$ cat src/rtl/i2c_byte_ctrl.sv
// i2c_byte_ctrl -- byte-level I2C master sequencer.
// Takes START / WRITE / READ / STOP commands over a valid/ready handshake and
// generates open-drain SCL/SDA drive enables at a quarter-SCL-period rate.
//
// Ports:
//   CLK, rst                   system clock, async active-low reset
//   cmd_valid/cmd_ready        command handshake (ready only in IDLE)
//   cmd_op/cmd_data/cmd_nack   command fields, latched at acceptance
//   rsp_valid/rsp_data/rsp_nack  one-cycle response at end of WRITE/READ
//   busy                       state is not IDLE
//   scl_in, sda_in             synchronized pad inputs
//   scl_oe, sda_oe             1 = pull line low, 0 = release
//
// state  | meaning
// IDLE   | waiting for a command, counters cleared, lines hold last level
// START  | 4 phases: release, SDA low, hold, SCL low
// WRITE  | 9 bits x 4 phases, 8 data bits MSB first then slave ACK slot
// READ   | 9 bits x 4 phases, 8 sampled bits then master ACK/NACK slot
// STOP   | 4 phases: both low, SCL release, SDA release, hold
module i2c_byte_ctrl #(
  parameter int QTR_DIV = 125,
  parameter int CNT_W   = 8
) (
  input  logic       CLK,
  input  logic       rst,
  input  logic       cmd_valid,
  output logic       cmd_ready,
  input  logic [1:0] cmd_op,
  input  logic [7:0] cmd_data,
  input  logic       cmd_nack,
  output logic       rsp_valid,
  output logic [7:0] rsp_data,
  output logic       rsp_nack,
  output logic       busy,
  input  logic       scl_in,
  input  logic       sda_in,
  output logic       scl_oe,
  output logic       sda_oe
);

  typedef enum logic [2:0] {ST_IDLE, ST_START, ST_WRITE, ST_READ, ST_STOP} state_t;

  localparam logic [CNT_W-1:0] CNT_MAX  = CNT_W'(QTR_DIV - 1);
  localparam logic [CNT_W-1:0] CNT_HALF = CNT_W'(QTR_DIV / 2 - 1);

  state_t           state_q;
  logic [CNT_W-1:0] cnt_q;
  logic [1:0]       ph_q;
  logic [3:0]       bit_q;
  logic [7:0]       data_q;
  logic [7:0]       rx_q;
  logic             nack_q;
  logic             ack_q;
  logic             scl_oe_q;
  logic             sda_oe_q;
  logic             rsp_valid_q;
  logic [7:0]       rsp_data_q;
  logic             rsp_nack_q;

  logic       byte_op;
  logic       stretch;
  logic       tick;
  logic [3:0] bit_d;
  logic [2:0] bit_idx;
  logic       sda_bit_d;

  assign byte_op = (state_q == ST_WRITE) || (state_q == ST_READ);
  // Slave holding SCL low while we release it freezes the phase timer.
  assign stretch = !scl_in && ((byte_op && ph_q == 2'd2) || (state_q == ST_STOP && ph_q == 2'd1));
  assign tick    = (state_q != ST_IDLE) && !stretch && (cnt_q == CNT_MAX);
  assign bit_d   = bit_q + 4'd1;
  assign bit_idx = ~bit_d[2:0];

  // SDA drive level for the Q0 phase of the upcoming bit.
  always_comb begin
    sda_bit_d = 1'b0;
    if (bit_d == 4'd8) begin
      sda_bit_d = (state_q == ST_READ) ? !nack_q : 1'b0;
    end else if (state_q == ST_WRITE) begin
      sda_bit_d = !data_q[bit_idx];
    end
  end

  always_ff @(posedge CLK or negedge rst) begin
    if (!rst) begin
      state_q     <= ST_IDLE;
      cnt_q       <= '0;
      ph_q        <= 2'd0;
      bit_q       <= 4'd0;
      data_q      <= 8'h00;
      rx_q        <= 8'h00;
      nack_q      <= 1'b0;
      ack_q       <= 1'b0;
      scl_oe_q    <= 1'b0;
      sda_oe_q    <= 1'b0;
      rsp_valid_q <= 1'b0;
      rsp_data_q  <= 8'h00;
      rsp_nack_q  <= 1'b0;
    end else begin
      rsp_valid_q <= 1'b0;
      if (state_q == ST_IDLE) begin
        cnt_q <= '0;
        ph_q  <= 2'd0;
        bit_q <= 4'd0;
        if (cmd_valid) begin
          data_q <= cmd_data;
          nack_q <= cmd_nack;
          case (cmd_op)
            2'd0: begin
              // SCL is left alone here; if it is held low it is released mid-P0.
              state_q  <= ST_START;
              sda_oe_q <= 1'b0;
            end
            2'd1: begin
              state_q  <= ST_WRITE;
              scl_oe_q <= 1'b1;
              sda_oe_q <= !cmd_data[7];
            end
            2'd2: begin
              state_q  <= ST_READ;
              scl_oe_q <= 1'b1;
              sda_oe_q <= 1'b0;
            end
            default: begin
              state_q  <= ST_STOP;
              scl_oe_q <= 1'b1;
              sda_oe_q <= 1'b1;
            end
          endcase
        end
      end else begin
        if (!stretch) cnt_q <= tick ? '0 : cnt_q + CNT_W'(1);
        if (tick) ph_q <= ph_q + 2'd1;
        case (state_q)
          ST_START: begin
            if (ph_q == 2'd0 && cnt_q == CNT_HALF) scl_oe_q <= 1'b0;
            if (tick) begin
              case (ph_q)
                2'd0:    sda_oe_q <= 1'b1;
                2'd2:    scl_oe_q <= 1'b1;
                2'd3:    state_q  <= ST_IDLE;
                default: ;
              endcase
            end
          end
          ST_STOP: begin
            if (tick) begin
              case (ph_q)
                2'd0:    scl_oe_q <= 1'b0;
                2'd1:    sda_oe_q <= 1'b0;
                2'd3:    state_q  <= ST_IDLE;
                default: ;
              endcase
            end
          end
          ST_WRITE, ST_READ: begin
            if (tick) begin
              case (ph_q)
                2'd0: scl_oe_q <= 1'b0;
                2'd2: begin
                  scl_oe_q <= 1'b1;
                  if (bit_q == 4'd8) ack_q <= sda_in;
                  else               rx_q  <= {rx_q[6:0], sda_in};
                end
                2'd3: begin
                  if (bit_q == 4'd8) begin
                    state_q     <= ST_IDLE;
                    rsp_valid_q <= 1'b1;
                    rsp_data_q  <= (state_q == ST_WRITE) ? data_q : rx_q;
                    rsp_nack_q  <= (state_q == ST_WRITE) ? ack_q : nack_q;
                  end else begin
                    bit_q    <= bit_d;
                    sda_oe_q <= sda_bit_d;
                  end
                end
                default: ;
              endcase
            end
          end
          default: ;
        endcase
      end
    end
  end

  assign cmd_ready = (state_q == ST_IDLE);
  assign busy      = (state_q != ST_IDLE);
  assign rsp_valid = rsp_valid_q;
  assign rsp_data  = rsp_data_q;
  assign rsp_nack  = rsp_nack_q;
  assign scl_oe    = scl_oe_q;
  assign sda_oe    = sda_oe_q;

endmodule

$ cat config.mk
export PLATFORM = sky130hd
export DESIGN_NAME = i2c_byte_ctrl
export DESIGN_NICKNAME = d
export VERILOG_FILES = /design/src/rtl/i2c_byte_ctrl.sv
export SDC_FILE = /design/constraint.sdc
export NUM_CORES = 1
export LEC_CHECK = 0
export ABC_AREA = 1
export CORE_ASPECT_RATIO = 1.75
export CORE_MARGIN = 4
export CORE_UTILIZATION = 35
export CTS_BUF_LIST = sky130_fd_sc_hd__clkbuf_4 sky130_fd_sc_hd__clkbuf_8
export CTS_CLUSTER_SIZE = 40
export DETAILED_ROUTE_END_ITERATION = 8
export SYNTH_ARGS = -nofsm -noshare
export SYNTH_HDL_FRONTEND = slang
export SYNTH_SLANG_ARGS = --single-unit
$ cat constraint.sdc
create_clock -name CLK -period 3.7 [get_ports CLK]
set_input_delay 0.74 -clock CLK [delete_from_list [all_inputs] [get_ports CLK]]
set_output_delay 0.74 -clock CLK [all_outputs]
set_load 0.01 [all_outputs]
==> impl_metrics.py <==
metrics = {
    "run_status": {
        "status": "finished, final reports clean",
    },
    "layout": {
        "num_antenna_cells": 0,
        "drive_gt1_share_pct": 15.0,
        "fillers": 835,
        "area_growth_syn_to_layout_pct": 15.2,
        "layout.nets": 409,
    },
    "sta": {
        "min_period_ns": 2.58,
        "post-route-period-util_pct": 69.6,
        "rsz0062_at_grt": "no",
        "worst_slew_pin_slew_ns": 1.09,
        "setup_ws_ns": 1.12,
        "setup_viol": 0,
        "hold_viol_final": 0,
        "fmax_mhz": 388,
        "whs_ns": 0.491,
        "slew_violations": 0,
        "slew_headroom_pct": 27.0,
        "tns_ns": 0,
        "fin_skew_ns": 0.00496,
    },
    "die": {
        "die_area_sq_um": 9750,
        "die_x_um": 76.4,
        "dieHeight_um": 128,
        "start_util_pct": 36.0,
        "num_io_pins": 30,
        "core_sq_um": 7960,
        "num_rows": 43,
    },
    "routing": {
        "vias": 2237,
        "routed_wl_um": 6080,
        "firstDrtPassIters": 4,
        "wire_per_inst_um": 12.9,
        "antenna_left": 0,
        "drc": 0,
        "viasPerCell": 4.75,
        "drt_iter0_drc": 118,
    },
    "yosys": {
        "synth.most_common_cell": "nand2_1",
        "synthAdderAreaFrac_pct": 5.68,
        "synth_compound_area_share_pct": 10.7,
        "synth_common_cells": "nand2_1 (87), inv_1 (55), dfrtp_1 (47), nor2_1 (28), nand3_1 (21)",
        "synth_top_family_by_area": "simple AND/OR/NAND/NOR gates",
        "synth-edff-count": 0,
        "synth_area_leaders": "dfrtp_1 (41%), nand2_1 (11%), inv_1 (7.2%)",
        "syn-num-nets": 380,
        "synth_ff_type": "dfrtp_1",
        "yosysWarnings": 0,
        "synthSimpleGateAreaFrac_pct": 28.5,
        "synthCells": 351,
        "synth_xor_xnor_area_share_pct": 1.22,
        "synth_top_area_cell": "dfrtp_1",
        "ys_ff_latch": 47,
        "synth_top_area_share_pct": 41.0,
        "synthesis.area_sq_um": 2870,
        "synth_mux_area_share_pct": 2.75,
        "synth.avg_cell_area_sq_um": 8.16,
        "ys_seq_area_share_pct": 41.0,
        "synthArstFlopShare_pct": 100,
        "ys_types": 35,
    },
    "place": {
        "hpwl_um": 4520,
        "gp_congestion": 0.885,
        "dp_worst_setup_slack_ns": 1.45,
        "port_buffers": 29,
    },
    "global_route": {
        "grt_max_degree": 48,
        "grt_pass1_wl_um": 10400,
        "grt_pass1_vias": 2256,
        "antenna_found_initial": 0,
        "grt_overflow_total": 0,
        "track_usage_pct": 13.2,
    },
    "pwr": {
        "powerDensity_nw_per_um2": 610,
        "ir_drop_v": 0.000328,
        "p_leak_nw": 1.64,
    },
    "clock_tree": {
        "cts_buffers": 5,
        "htreeDepth": 2,
        "post_cts_buffers": 0,
        "clkSinkCount": 47,
        "cts.clk_slew.worst_paths_ns": 0.09,
        "ctsResizeCount": 0,
        "cts_root_buf": "clkbuf_8",
        "clk_latency_ns": 0.31,
        "hold_buffers": 0,
        "cts_tree": "done",
        "clock_path_buffers": 2,
    },
    "job": {
        "maxCapViolations": 0,
    },
    "setup_path": {
        "start_kind": "register",
        "endpoint_kind": "output port",
        "crit_fanout": 10,
        "crit_type": "reg2out",
        "crit_required_ns": 2.96,
        "crit_arrival_ns": 1.84,
    },
    "min_path": {
        "hold_path.class": "reg2reg",
    },
}
-- per-stage QoR --
step | area, sq um | utilization [%] | power, W | cells
global route | 3300 | 41.5 | 0.00218 | 471
floorplan | 2870 | - | 0.00142 | 351
CTS | 3300 | 41.5 | 0.00204 | 471
finish | 3300 | 41.5 | 0.00201 | 471
global placement | 3200 | 40.2 | 0.00167 | 463
detailed placement | 3200 | 40.2 | 0.00169 | 463
-- layer usage --
metal	vias up	share of wire, %	track usage, %	wire length [um]
met4	0	2.4	5.34	143
met2	31	54	25.1	3260
li1	1158	-	-	-
met1	1037	41	13.9	2510
met5	-	0	0	0
met3	11	2.8	2.88	172
-- report_power, final --
part | switching (W) | total [W] | internal [W]
registers | 0.000118 | 0.000735 | 0.000618
logic | 0.000569 | 0.000928 | 0.000360
clock network | 0.000189 | 0.000350 | 0.000161
total | 0.000875 | 0.00201 | 0.00114
-- worst paths after layout --
path / endpoint / slack, ns / start / cells after the start
worst max-delay path: cmd_ready / 1.12 / state_q[2]$_DFFE_PN0P_ / 4
worst max register to register: rsp_data[2]$_DFFE_PN0P_ / 1.65 / bit_q[0]$_DFFE_PN0P_ / 9
worst min-delay path: rx_q[3]$_DFFE_PN0P_ / 0.49 / rx_q[3]$_DFFE_PN0P_ / 2
min in group asynchronous: scl_oe$_DFFE_PN0P_ / 0.61 / rst / 1
worst min register to register: rx_q[3]$_DFFE_PN0P_ / 0.49 / rx_q[3]$_DFFE_PN0P_ / 2
max in group asynchronous: state_q[2]$_DFFE_PN0P_ / 2.40 / rst / 1
-- critical path, stage by stage, from the launching register on --
cell and delay (ns):
dfrtp_1 0.54, inv_4 0.15, nand2_4 0.12, inv_2 0.16, clkdlybuf4s50_1 0.56
-- kinds of logic (layout without fill, tap and decap cells) --
| kind of cell | after synthesis | count (layout) |
|---|---|---|
| AO/OA/AOI/OAI | 48 | 48 |
| XOR/XNOR | 4 | 4 |
| adder cells (fa/ha/maj) | 13 | 13 |
| buffers and inverters | 67 | 97 |
| flip-flops | 47 | 47 |
| multiplexers | 7 | 7 |
| AND/OR/NAND/NOR | 165 | 165 |
-- registers in the layout (all words and copies together), names as in the netlist --
| name | flops |
|---|---|
| cnt_q | 8 |
| rsp_data | 8 |
| rsp_valid | 1 |
| state_q | 3 |
| sda_oe | 1 |
| rx_q | 8 |
| ack_q | 1 |
| ph_q | 2 |
| data_q | 8 |
| bit_q | 4 |
| rsp_nack | 1 |
| scl_oe | 1 |
| nack_q | 1 |
-- layout make-up --
| class | count | area, sq um | share of cell area [%] |
|---|---|---|---|
| Timing Repair Buffer | 29 | 285 | 8.64 |
| Tap cell | 90 | 113 | 3.41 |
| Inverter | 60 | 230 | 6.97 |
| Sequential cell | 47 | 1180 | 35.6 |
| Clock buffer | 7 | 90.1 | 2.73 |
| Multi-Input combinational cell | 237 | 1400 | 42.4 |
| Clock inverter | 1 | 8.76 | 0.265 |
-- layout by cell type, fill, tap and decap left out, types with 7 or more instances in the layout --
cell type        instances
nand2_1                 87
clkdlybuf4s50_1         28
a21oi_2                 10
o21ai_0                 18
nand3_1                 21
nor2_1                  28
dfrtp_1                 47
ha_1                    13
inv_1                   55
mux2_2                   7
Note: power is estimated with default switching activity, not from simulation.
